[config.mk]
export PLATFORM = sky130hd
export DESIGN_NAME = lc3_decode
export DESIGN_NICKNAME = d
export VERILOG_FILES = /design/src/rtl/lc3_decode.sv
export SDC_FILE = /design/constraint.sdc
export NUM_CORES = 1
export LEC_CHECK = 0
export ABC_AREA = 1
export BUFFER_PORTS_ARGS = -buffer_cell sky130_fd_sc_hd__buf_2
export CAP_MARGIN = 20
export CORE_ASPECT_RATIO = 1.25
export CORE_MARGIN = 8
export CORE_UTILIZATION = 35
export CTS_BUF_LIST = sky130_fd_sc_hd__clkbuf_8 sky130_fd_sc_hd__clkbuf_16
export CTS_CLUSTER_DIAMETER = 150
export CTS_CLUSTER_SIZE = 25
export DETAILED_ROUTE_END_ITERATION = 16
export SYNTH_ARGS = -nofsm -noshare
export SYNTH_HDL_FRONTEND = slang
export SYNTH_SLANG_ARGS = --single-unit
[constraint.sdc]
create_clock -name clock -period 1.1 [get_ports clock]
set_input_delay 0.11 -clock clock [delete_from_list [all_inputs] [get_ports clock]]
set_output_delay 0.11 -clock clock [all_outputs]
set_load 0.005 [all_outputs]
[src/rtl/lc3_decode.sv]
// lc3_decode: decode stage of the LC3 pipeline.
// Captures the fetched instruction and its PC+1 when decode is enabled and
// turns the opcode into the control bundle consumed by execute, memory and
// writeback. Everything leaves the block from a flop, and every field
// loads on the same edge. This means IR and the control word always
// describe the same instruction.
module lc3_decode (
  input  logic        clock,
  input  logic        reset,
  input  logic        enable_decode,
  input  logic [15:0] dout,
  input  logic [15:0] npc_in,
  output logic [15:0] IR,
  output logic [15:0] npc_out,
  output logic [5:0]  E_Control,
  output logic [1:0]  W_Control,
  output logic        Mem_Control
);

  // LC3 opcodes (instruction bits [15:12])
  localparam logic [3:0] OP_BR  = 4'b0000;
  localparam logic [3:0] OP_ADD = 4'b0001;
  localparam logic [3:0] OP_LD  = 4'b0010;
  localparam logic [3:0] OP_ST  = 4'b0011;
  localparam logic [3:0] OP_AND = 4'b0101;
  localparam logic [3:0] OP_LDR = 4'b0110;
  localparam logic [3:0] OP_STR = 4'b0111;
  localparam logic [3:0] OP_NOT = 4'b1001;
  localparam logic [3:0] OP_LDI = 4'b1010;
  localparam logic [3:0] OP_STI = 4'b1011;
  localparam logic [3:0] OP_JMP = 4'b1100;
  localparam logic [3:0] OP_LEA = 4'b1110;

  // ALU operation codes
  localparam logic [1:0] ALU_ADD = 2'b00;
  localparam logic [1:0] ALU_AND = 2'b01;
  localparam logic [1:0] ALU_NOT = 2'b10;

  // Address offset select for the execute-stage adder
  localparam logic [1:0] PCS1_NONE = 2'b00;
  localparam logic [1:0] PCS1_OFF9 = 2'b01;
  localparam logic [1:0] PCS1_OFF6 = 2'b10;
  localparam logic [1:0] PCS1_ZERO = 2'b11;

  // Writeback source select. Code 2'b11 is never generated.
  localparam logic [1:0] WB_ALU = 2'b00;
  localparam logic [1:0] WB_PC  = 2'b01;
  localparam logic [1:0] WB_MEM = 2'b10;

  logic [3:0]  opcode;

  logic [1:0]  alu_control_d;
  logic [1:0]  pcselect1_d;
  logic        pcselect2_d;
  logic        op2select_d;
  logic [1:0]  w_control_d;
  logic        mem_control_d;

  logic [15:0] ir_q;
  logic [15:0] npc_q;
  logic [5:0]  e_control_q;
  logic [1:0]  w_control_q;
  logic        mem_control_q;

  assign opcode = dout[15:12];

  // Decode the incoming opcode into the next control fields. Opcodes the
  // core does not support (JSR, RTI, reserved, TRAP) fall through to the
  // all-zero defaults. They are passed along as harmless no-ops, and no
  // error is flagged.
  always_comb begin
    alu_control_d = ALU_ADD;
    pcselect1_d   = PCS1_NONE;
    pcselect2_d   = 1'b0;
    op2select_d   = 1'b0;
    w_control_d   = WB_ALU;
    mem_control_d = 1'b0;

    case (opcode)
      OP_ADD: begin
        alu_control_d = ALU_ADD;
        // IR[5] set selects imm5, so the register operand is its inverse
        op2select_d   = ~dout[5];
        w_control_d   = WB_ALU;
      end
      OP_AND: begin
        alu_control_d = ALU_AND;
        op2select_d   = ~dout[5];
        w_control_d   = WB_ALU;
      end
      OP_NOT: begin
        alu_control_d = ALU_NOT;
        op2select_d   = 1'b1;
        w_control_d   = WB_ALU;
      end
      OP_BR: begin
        pcselect1_d = PCS1_OFF9;
        pcselect2_d = 1'b1;
      end
      OP_LD: begin
        pcselect1_d = PCS1_OFF9;
        pcselect2_d = 1'b1;
        w_control_d = WB_MEM;
      end
      OP_LDI: begin
        pcselect1_d   = PCS1_OFF9;
        pcselect2_d   = 1'b1;
        w_control_d   = WB_MEM;
        mem_control_d = 1'b1;
      end
      OP_LEA: begin
        pcselect1_d = PCS1_OFF9;
        pcselect2_d = 1'b1;
        w_control_d = WB_PC;
      end
      OP_ST: begin
        pcselect1_d = PCS1_OFF9;
        pcselect2_d = 1'b1;
      end
      OP_STI: begin
        pcselect1_d   = PCS1_OFF9;
        pcselect2_d   = 1'b1;
        mem_control_d = 1'b1;
      end
      OP_LDR: begin
        // Base comes from a register, so pcselect2 stays 0
        pcselect1_d = PCS1_OFF6;
        w_control_d = WB_MEM;
      end
      OP_STR: begin
        pcselect1_d = PCS1_OFF6;
      end
      OP_JMP: begin
        pcselect1_d = PCS1_ZERO;
      end
      default: begin
        // unsupported opcode: keep the all-zero defaults
      end
    endcase
  end

  // Pipeline register. Reset clears every field and wins over the enable.
  // Without enable, every field holds its value together.
  always_ff @(posedge clock) begin
    if (reset) begin
      ir_q          <= 16'h0000;
      npc_q         <= 16'h0000;
      e_control_q   <= 6'b000000;
      w_control_q   <= 2'b00;
      mem_control_q <= 1'b0;
    end else if (enable_decode) begin
      ir_q          <= dout;
      npc_q         <= npc_in;
      e_control_q   <= {alu_control_d, pcselect1_d, pcselect2_d, op2select_d};
      w_control_q   <= w_control_d;
      mem_control_q <= mem_control_d;
    end
  end

  assign IR          = ir_q;
  assign npc_out     = npc_q;
  assign E_Control   = e_control_q;
  assign W_Control   = w_control_q;
  assign Mem_Control = mem_control_q;

endmodule

# Yosys cells after proc, flatten, opt, wreduce, memory -nomap -nowiden
# Cells that the tools add are included.
# W data, S select, Z words.
dict set report word_totals {
  inputBits 35
  register_bits 41
}
dict set report classes {
  mux 6
  n_bitwise 1
  n_eq_ne 11
  reduce_logical 6
}
# operator count
set ops {}
lappend ops {{$eq A4 B4 Y1 const B} 5}
lappend ops {{$eq A4 B3 Y1 const B} 3}
lappend ops {{$eq A4 B2 Y1 const B} 2}
lappend ops {{$pmux W2 S2} 2}
lappend ops {{$pmux W2 S3} 1}
lappend ops {{$reduce_or A2 Y1} 3}
lappend ops {{$reduce_or A6 Y1} 1}
lappend ops {{$eq A4 B1 Y1 const B} 1}
lappend ops {{$logic_not A4 Y1} 1}
lappend ops {{$reduce_or A3 Y1} 1}
lappend ops {{$mux W1} 2}
lappend ops {{$pmux W1 S2} 1}
lappend ops {{$not A1 Y1} 1}

# Depth between registers and ports, before layout
# Gate-level depths: netlist of the first run.
dict set report logic_depth {
  depth_word 3
  ltp_mapped 7
}

# Worst setup path after synthesis of the first run
# Ideal clock, no wire load.
dict set report synth_path {
  path_kind {input-to-reg}
  startpoint {in enable_decode}
  endpoint {reg e_control_q[2] (netlist: E_Control[2])}
  setup_time_ps 129
  n_path_buf 1
  t_required_ps 971
  setup_slack_ps 324
  t_arrival_ps 647
  path_stages 7
  path_cell_list {buf_6 > nand2_2 > inv_1 > nand2_1 > nand3_2 > nor2_1 > nor2_1}
}
# element line
set synth_rtl {}
lappend synth_rtl {{start: declaration} 10} ;# input logic enable_decode,
lappend synth_rtl {{end signal: assignment} 154} ;# e_control_q <= {alu_control_d, pcselect1_d, pcselect2_d, op2select_d};
lappend synth_rtl {{end: declaration} 61} ;# logic [5:0] e_control_q;

# Worst setup path after layout of the first run
dict set report layout_path {
  startpoint {reg ir_q[12] (netlist: IR[12])}
  endpoint {out IR[12]}
}
# element line
set layout_rtl {}
lappend layout_rtl {{start: declaration} 59} ;# logic [15:0] ir_q;
lappend layout_rtl {{start signal: assignment} 152} ;# ir_q <= dout;
lappend layout_rtl {{end: declaration} 13} ;# output logic [15:0] IR,
# No word-level cell between the ends.

==> results of run 1 <==
final timing paths:
path                             start                   endpoint  slack (ns)  cells after the start
max reg2reg  E_Control[2]$_SDFFE_PP0P_  E_Control[2]$_SDFFE_PP0P_        0.43                      4
max                IR[12]$_SDFFE_PP0P_                     IR[12]        0.23                      1
min                            dout[0]         IR[0]$_SDFFE_PP0P_        0.05                      3
min reg2reg  E_Control[5]$_SDFFE_PP0P_  E_Control[5]$_SDFFE_PP0P_        0.47                      2
placed cells by master (no fill, tap or decap):
cell / count
nand3_2: 1
dfxtp_1: 41
buf_2: 75
nor2_1: 67
o21ai_1: 1
a21oi_2: 1
inv_6: 1
nor3_4: 1
nor3_1: 1
nand2_1: 14
clkbuf_8: 5
a31oi_1: 1
nand2_2: 3
nor2_2: 1
a21oi_1: 7
inv_1: 11
a22oi_1: 1
buf_4: 7
o21ai_0: 30
nand3_1: 2
nor2_4: 1
per-layer routing:
metal,share of wire [%],track usage (%)
met5,0,0
met4,0.67,4.984
met2,50,20.94
met1,42,15.09
met3,7.6,4.444
flip-flops by register name (all words and copies together), names as in the netlist:
| name | flops |
|---|---|
| E_Control | 6 |
| IR | 16 |
| Mem_Control | 1 |
| W_Control | 2 |
| npc_out | 16 |
report_power, final:
group / total [uW] / leakage, uW / internal, uW / switching [uW]
sequential: 1620 / 0.000339 / 1580 / 41.0
clock: 895 / 0.0000519 / 423 / 473
combinational: 391 / 0.000657 / 178 / 212
cells by family after synthesis:
group	Yosys count
simple gates	91
flops	41
compound gates	41
buf+inv	21
synthesized netlist by cell type, drive strengths merged:
cell     n
nor3     2
nand2   17
nor2    69
a31oi    1
clkbuf   6
a22oi    1
a21oi    8
dfxtp   41
nand3    3
inv      9
buf      6
o21ai   31
layout make-up:
class,instances,area [um2]
fill,483,2290
sequential,41,820.8
multi-input combinational,132,594.3
timing repair buffer,82,427.9
tap,58,72.57
clock buffer,5,68.82
inverter,9,38.79
clock inverter,3,11.26
per-stage QoR:
step,worst slack [ns],hold WS (ns),power [uW],cells,utilization (%)
after floorplan,0.3241,0.1893,1852,194,-
after global placement,0.1756,0.3319,2043,322,45.20
after detailed placement,0.1969,0.3399,2048,322,45.20
after CTS,0.2076,0.03615,2958,330,47.05
after global routing,0.1698,0.03930,3094,330,47.05
final,0.2295,0.04737,2902,330,47.05
==> summary.txt, run 1 <==
Clock tree
  – Root Driver: clkbuf_8
  – H-tree Lvls: 2
  – Number of clock sinks: 41
  – Post-cts sizing count: 0
  – Cts bufs inserted: 5
  – CTS Buffer Depth: 2
  – Post-CTS Setup Inserts: 0
  – CTS tree: built
  – Clk_lat worst skew: 0.28 ns
  – Clk slew on worst S/H paths: 0.07 ns
  – Hold buffers post-CTS: 0

Global routing
  – Grt ovf: 0
  – Vias in the first global route: 1,453
  – First-pass GRT wire length: 7003 um
  – Largest net degree at the start of global routing: 21
  – Gr usage total: 13.00%
  – Initial antenna violation count: 0

Worst setup path
  – Worst Path Buf+Inv: 1
  – Delay-heaviest family, CP: flip-flops
  – Crit Path Category: register to output pin
  – Critical Path RT: 0.99 ns
  – CP max stage cell: dfxtp_1
  – WP data arrival: 0.76 ns
  – Worst path cell trace: buf_2
  – CP endpoint kind: output pin
  – Critical path launch point type: register
  – CP max FO: 2
  – Max incr delay on CP: 0.35 ns

Hold path
  – Hold Path Class: primary input to register

Routing
  – WL per Instance: 12.75 um
  – Antenna viol nets, final: 0
  – Final WL: 4206 um
  – DRC Markers: 0
  – DRT Pass-1 Iters: 4
  – DR vias/cell: 4.436
  – DRT iter0 DRCs: 82
  – DR vias: 1,464

Die
  – Die area: 6820 um2
  – Core Area: 4324 um2
  – Num ports: 76
  – Die Span X: 75.48 um
  – Die height: 90.35 um
  – Initial Utilization: 35.79%
  – Site Rows: 27

Cells and area
  – Final net count: 306
  – Layout cells sized above 1: 35.29%
  – Post-Layout Inst Area: 2034 um2
  – Ant diodes: 0
  – Synth-to-Final Area Change: 31.45%

Power and ir drop
  – Pwr Density: 1427 nW/um2
  – Pleak: 0.001048 uW
  – Peak VDD IR: 701.8 uV

Synthesis
  – Largest cells by area after synthesis: dfxtp_1 53%, nor2_1 16%, o21ai_0 9.7%
  – Synthesized cell area: 1548 um2
  – Adder-Cell Fraction of Synth Area: 0%
  – Simple-Gate Fraction of Synth Area: 24.66%
  – Mux share of post-synthesis cell area: 0%
  – Synth Net Count: 229
  – Synth top area share: 53.03%
  – Compound-Gate Fraction of Synth Area: 13.74%
  – Sequential area share after synthesis: 53.03%
  – XOR/XNOR Fraction of Synth Area: 0%
  – Largest family of logic cells by synthesized area: simple AND/OR/NAND/NOR gates
  – Library cells used by synthesis: 23
  – Synthesis Warnings: 0
  – Mapped Cells: 194
  – #FFs+latches synth: 41
  – Leading area contributor after synthesis: dfxtp_1
  – Post-Syn Area per Cell: 7.978 um2

Outcome
  – Status: complete, no violations

STA
  – Final Hold Fails: 0
  – Relative slew margins: 87.36%
  – Fin Setup TNS: 0 ns
  – Endpoints failing setup: 0
  – Fin. max-slew vios: 0
  – RSZ-0062 raised after global routing: false
  – Min Tclk post-route: 0.8705 ns
  – Worst Skew: 0 ns
  – Fin crit share: 79.14%
  – Slew of the pin with the lowest slew margin: 0.1895 ns
  – Max Freq: 1.149 GHz

Place
  – Area post-placement: 1954 um2
  – Final GP Congestion: 0.7995
  – Port buffer count: 75
  – Post-DP HPWL: 3208 um

Run
  – Max_cap viols: 0
Power figures use the tool's default switching activity.
==> inputs of run 2 (changes only) <==
==> constraint.sdc (replaced) <==
create_clock -name clock -period 0.9 [get_ports clock]
set_input_delay 0.09 -clock clock [delete_from_list [all_inputs] [get_ports clock]]
set_output_delay 0.09 -clock clock [all_outputs]
set_load 0.005 [all_outputs]
==> summary.txt, run 2 (same netlist as run 1, synthesis figures left out) <==
Clock tree
  – Root Driver: clkbuf_8
  – CTS tree: built
  – Hold buffers post-CTS: 0 (unchanged)
  – Clk slew on worst S/H paths: 0.07 ns (about the same)
  – Post-cts sizing count: 0 (unchanged)
  – Clk_lat worst skew: 0.28 ns (about the same)
  – Post-CTS Setup Inserts: 0 (unchanged)
  – Cts bufs inserted: 5 (unchanged)
  – CTS Buffer Depth: 2 (unchanged)
  – H-tree Lvls: 2 (unchanged)
  – Number of clock sinks: 41 (unchanged)

Routing
  – WL per Instance: 12.55 um (-1.5%)
  – Met3 routed WL: 343 um (+6.9%)
  – DRC Markers: 0 (unchanged)
  – DRT Pass-1 Iters: 4 (unchanged)
  – Antenna viol nets, final: 0 (unchanged)
  – Routed wl met2: 2176 um (+4.1%)
  – Top Metal Used: met4
  – DRT iter0 DRCs: 77 (-6.1%)
  – Routed metal-1 wirelength: 1585 um (-10%)
  – DR vias/cell: 4.398 (-0.87%)
  – DR vias: 1,460 (-0.27%)
  – Final WL: 4167 um (-0.93%)

Cells and area
  – Synth-to-Final Area Change: 32.42%
  – Fillers: 473 (-2.1%)
  – Area of the multi-input gates: 594.3 um2 (unchanged)
  – Ant diodes: 0 (unchanged)
  – Most common cell after layout, fill and taps aside: buf_2
  – Most frequent cells in the layout: 75 x buf_2, 67 x nor2_1, 41 x dfxtp_1
  – Layout cells sized above 1: 35.77% (+0.47 points)
  – Layout Utilization: 47.40% (+0.35 points)
  – Register area: 820.8 um2 (unchanged)
  – Finished Layout Cells: 332 (+0.61%)
  – Final net count: 308 (+0.65%)

Worst setup path
  – Critical path launch point type: register
  – Crit Path Category: register to output pin
  – Worst path cell trace: buf_2
  – R2R depth: 2 (-2)
  – WP data arrival: 0.76 ns (about the same)
  – Worst Path Buf+Inv: 1 (unchanged)
  – Delay-heaviest family, CP: flip-flops
  – WP depth: 1 (unchanged)
  – CP max stage cell: dfxtp_1
  – CP max FO: 2 (unchanged)
  – CP endpoint kind: output pin
  – Max incr delay on CP: 0.35 ns (about the same)
  – Critical Path RT: 0.81 ns (-0.18 ns)

Die
  – Die Span X: 75.48 um (unchanged)
  – Site Rows: 27 (unchanged)
  – Die area: 6820 um2 (unchanged)
  – Core Area: 4324 um2 (unchanged)
  – Num ports: 76 (unchanged)
  – Initial Utilization: 35.79% (unchanged)
  – Die height: 90.35 um (unchanged)

Place
  – Pre-CTS WS: 0.05123 ns (-0.1456 ns)
  – Final GP Congestion: 0.7729 (-3.3%)
  – Post-placement cell count: 324 (+0.62%)
  – Port buffer count: 75 (unchanged)
  – Post-DP HPWL: 3270 um (+1.9%)

STA
  – Relative slew margins: 89.30% (+1.9 points)
  – Final WS setup: 0.04959 ns (-0.1799 ns)
  – Endpoints failing setup: 0 (unchanged)
  – Worst Skew: 0 ns (unchanged)
  – Fin Setup TNS: 0 ns (unchanged)
  – Slew of the pin with the lowest slew margin: 0.1588 ns (-0.03075 ns)
  – Final Hold Fails: 0 (unchanged)
  – Fin. max-slew vios: 0 (unchanged)
  – Min Tclk post-route: 0.8504 ns
  – RSZ-0062 raised after global routing: false
  – Fin crit share: 94.49%
  – Max Freq: 1.176 GHz

Global routing
  – Grt ovf: 0 (unchanged)
  – First-pass GRT wire length: 6824 um (-2.6%)
  – Gr usage total: 12.89% (-0.11 points)
  – Vias in the first global route: 1,450 (-0.21%)
  – Initial antenna violation count: 0 (unchanged)
  – Largest net degree at the start of global routing: 21 (unchanged)

Outcome
  – Status: complete, no violations

Power and ir drop
  – Pleak: 0.001058 uW (+0.95%)
  – Pwr Density: 1727 nW/um2 (+21%)
  – Peak VDD IR: 783.4 uV (+12%)

Hold path
  – Hold Path Class: primary input to register
  – Hold path cells: 3 (unchanged)

Run
  – Max_cap viols: 0 (unchanged)
-- run 2: report_power, final --
group	internal, uW	switching, uW	leakage [uW]
clock	516	568	0.0000519
combinational	224	259	0.000667
sequential	1930	47.4	0.000339
total	2670	874	0.00106
-- run 2: path summary, 6_finish.rpt --
| path | from | slack, ns | to |
|---|---|---|---|
| setup / recovery | IR[14]$_SDFFE_PP0P_ | 0.05 | IR[14] |
| hold / removal | dout[11] | 0.03 | IR[11]$_SDFFE_PP0P_ |
| setup reg to reg | W_Control[1]$_SDFFE_PP0P_ | 0.24 | W_Control[1]$_SDFFE_PP0P_ |
| hold reg to reg | W_Control[0]$_SDFFE_PP0P_ | 0.47 | W_Control[0]$_SDFFE_PP0P_ |
-- run 2: metal layers --
layer | vias up | track usage (%)
met4 | 0 | 4.823
met1 | 647 | 13.06
li1 | 771 | -
met2 | 36 | 22.45
met3 | 6 | 5.111
met5 | - | 0
-- run 2: through the flow --
stage                     hold WS [ns]  instance area [um2]  total power [uW]
after floorplan                 0.1693                 1548              2264
after global placement          0.3112                 1969              2502
after detailed placement        0.3200                 1969              2509
after CTS                      0.01589                 2049              3620
after global routing           0.01900                 2049              3770
final                          0.02684                 2049              3540
-- run 2: area by class of cell --
type                       instances  area share (%)
timing repair buffer              84           21.61
clock inverter                     3          0.5494
multi-input combinational        132           29.00
clock buffer                       5           3.358
inverter                           9           1.893
sequential                        41           40.05
tap                               58           3.541
==> inputs of run 3 (changes only) <==
--- a/config.mk
+++ b/config.mk
@@ -15,6 +15,7 @@
 export CTS_CLUSTER_DIAMETER = 150
 export CTS_CLUSTER_SIZE = 25
 export DETAILED_ROUTE_END_ITERATION = 16
+export RECOVER_POWER = 50
 export SYNTH_ARGS = -nofsm -noshare
 export SYNTH_HDL_FRONTEND = slang
 export SYNTH_SLANG_ARGS = --single-unit
==> summary.txt, run 3 (same netlist as run 1, synthesis figures left out) <==
Power and ir drop
  – Clock Power Share: 30.7% (about the same)
  – Switch share: 24.72% (about the same)
  – Combinational power share: 13.6% (about the same)
  – Sequential share of power: 55.7% (about the same)
  – Net Sw Power: 875.2 uW (+0.12%)
  – Peak VDD IR: 785.5 uV (+0.28%)
  – Pleak: 0.001058 uW (about the same)
  – Pwr Density: 1731 nW/um2 (+0.21%)
  – Int Pwr: 2665 uW (about the same)

Hold path
  – Hold path cells: 3 (unchanged)
  – Hold Path Class: primary input to register

STA
  – Relative slew margins: 89.30% (unchanged)
  – Final Hold Fails: 0 (unchanged)
  – Worst Skew: 0 ns (unchanged)
  – RSZ-0062 raised after global routing: false
  – Endpoints failing setup: 0 (unchanged)
  – Slew of the pin with the lowest slew margin: 0.1588 ns (-0.0000007153 ns)
  – Fin crit share: 95.29% (+0.80 points)
  – Min Tclk post-route: 0.8576 ns (+0.007206 ns)
  – Max Freq: 1.166 GHz (-0.84%)
  – Fin Setup TNS: 0 ns (unchanged)
  – Fin. max-slew vios: 0 (unchanged)

Place
  – Port buffer count: 75 (unchanged)
  – Final GP Congestion: 0.7729 (unchanged)
  – Post-DP HPWL: 3270 um (unchanged)

Die
  – Num ports: 76 (unchanged)
  – Die Span X: 75.48 um (unchanged)
  – Site Rows: 27 (unchanged)
  – Die height: 90.35 um (unchanged)
  – Die area: 6820 um2 (unchanged)
  – Initial Utilization: 35.79% (unchanged)
  – Core Area: 4324 um2 (unchanged)

Run
  – Max_cap viols: 0 (unchanged)

Clock tree
  – Cts bufs inserted: 5 (unchanged)
  – H-tree Lvls: 2 (unchanged)
  – Root Driver: clkbuf_8
  – Clk slew on worst S/H paths: 0.07 ns (about the same)
  – Post-CTS Setup Inserts: 0 (unchanged)
  – Hold buffers post-CTS: 0 (unchanged)
  – CTS Buffer Depth: 2 (unchanged)
  – Clk_lat worst skew: 0.28 ns (about the same)
  – Post-cts sizing count: 0 (unchanged)
  – CTS tree: built
  – Number of clock sinks: 41 (unchanged)

Cells and area
  – Ant diodes: 0 (unchanged)
  – Most common cell after layout, fill and taps aside: buf_2
  – Final net count: 308 (unchanged)
  – Fillers: 474 (+0.21%)
  – Most frequent cells in the layout: 75 x buf_2, 67 x nor2_1, 41 x dfxtp_1
  – Layout Utilization: 47.31% (-0.087 points)
  – Synth-to-Final Area Change: 32.17%
  – Layout cells sized above 1: 35.40% (-0.36 points)
  – Register area: 820.8 um2 (unchanged)
  – Area of the multi-input gates: 590.6 um2 (-0.63%)

Worst setup path
  – Worst Path Buf+Inv: 1 (unchanged)
  – CP max stage cell: dfxtp_1
  – Critical Path RT: 0.81 ns (about the same)
  – WP depth: 1 (unchanged)
  – Worst path cell trace: buf_2
  – CP max FO: 2 (unchanged)
  – Delay-heaviest family, CP: flip-flops
  – R2R depth: 2 (unchanged)
  – WP data arrival: 0.77 ns (about the same)
  – Max incr delay on CP: 0.36 ns (about the same)
  – CP endpoint kind: output pin
  – Crit Path Category: register to output pin
  – Critical path launch point type: register

Routing
  – Final WL: 4174 um (+0.17%)
  – DR vias/cell: 4.398 (unchanged)
  – DRT iter0 DRCs: 79 (+2.6%)
  – Antenna viol nets, final: 0 (unchanged)
  – DRC Markers: 0 (unchanged)
  – DRT Pass-1 Iters: 4 (unchanged)
  – WL per Instance: 12.57 um (+0.17%)
  – DR vias: 1,460 (unchanged)

Global routing
  – Largest net degree at the start of global routing: 21 (unchanged)
  – First-pass GRT wire length: 6824 um (unchanged)
  – M3 GR Usage: 5.111% (unchanged)
  – Initial antenna violation count: 0 (unchanged)
  – Grt ovf: 0 (unchanged)
  – Gr busiest metal: met2
  – Gr usage total: 12.89% (unchanged)
  – Met2 global-route usage: 22.45% (unchanged)
  – GR met1 Demand/Resource: 13.06% (unchanged)
  – Vias in the first global route: 1,450 (unchanged)

Outcome
  – Status: complete, no violations
==> run 3: through the flow <==
| step | power [uW] | hold WS (ns) | cells | setup slack, ns | instance area, um2 |
|---|---|---|---|---|---|
| floorplan | 2264 | 0.1693 | 194 | 0.1441 | 1548 |
| global placement | 2502 | 0.3112 | 324 | 0.06867 | 1969 |
| detailed placement | 2509 | 0.3200 | 324 | 0.05123 | 1969 |
| CTS | 3620 | 0.01589 | 332 | 0.03116 | 2049 |
| global route | 3769 | 0.01900 | 332 | 0.005138 | 2046 |
| finish | 3541 | 0.02680 | 332 | 0.04239 | 2046 |
==> run 3: final cells by class <==
type	count	area share (%)
clock inverters	3	0.5505
inverters	9	1.896
clock buffers	5	3.364
flip-flops and latches	41	40.12
well taps	58	3.547
multi-input cells	132	28.87
repair buffers	84	21.65
==> run 3: layer usage <==
metal | up-vias | share of wire (%)
li1 | 771 | -
met1 | 647 | 38
met2 | 36 | 52
met3 | 6 | 8.2
met4 | 0 | 1.5
met5 | - | 0
==> run 3: power groups by stage <==
stage / Clock, uW / Sequential (uW) / Combinational (uW)
4_1_cts: 1150 / 1970 / 496
3_5_place_dp: 0 / 2020 / 493
3_3_place_gp: 0 / 2010 / 488
5_1_grt: 1240 / 1990 / 547
2_1_floorplan: 0 / 2030 / 238
6_report: 1090 / 1970 / 482
==> run 3: worst paths after layout <==
check | end | slack (ns) | from
max | IR[14] | 0.04 | IR[14]$_SDFFE_PP0P_
min | IR[11]$_SDFFE_PP0P_ | 0.03 | dout[11]
max reg2reg | W_Control[1]$_SDFFE_PP0P_ | 0.24 | W_Control[1]$_SDFFE_PP0P_
min reg2reg | W_Control[0]$_SDFFE_PP0P_ | 0.47 | W_Control[0]$_SDFFE_PP0P_
==> run 3: worst reg2reg max path, cell delays in order, from the launching register on <==
cell and delay [ns]:
dfxtp_1 0.32, a22oi_1 0.18, nor2_1 0.06
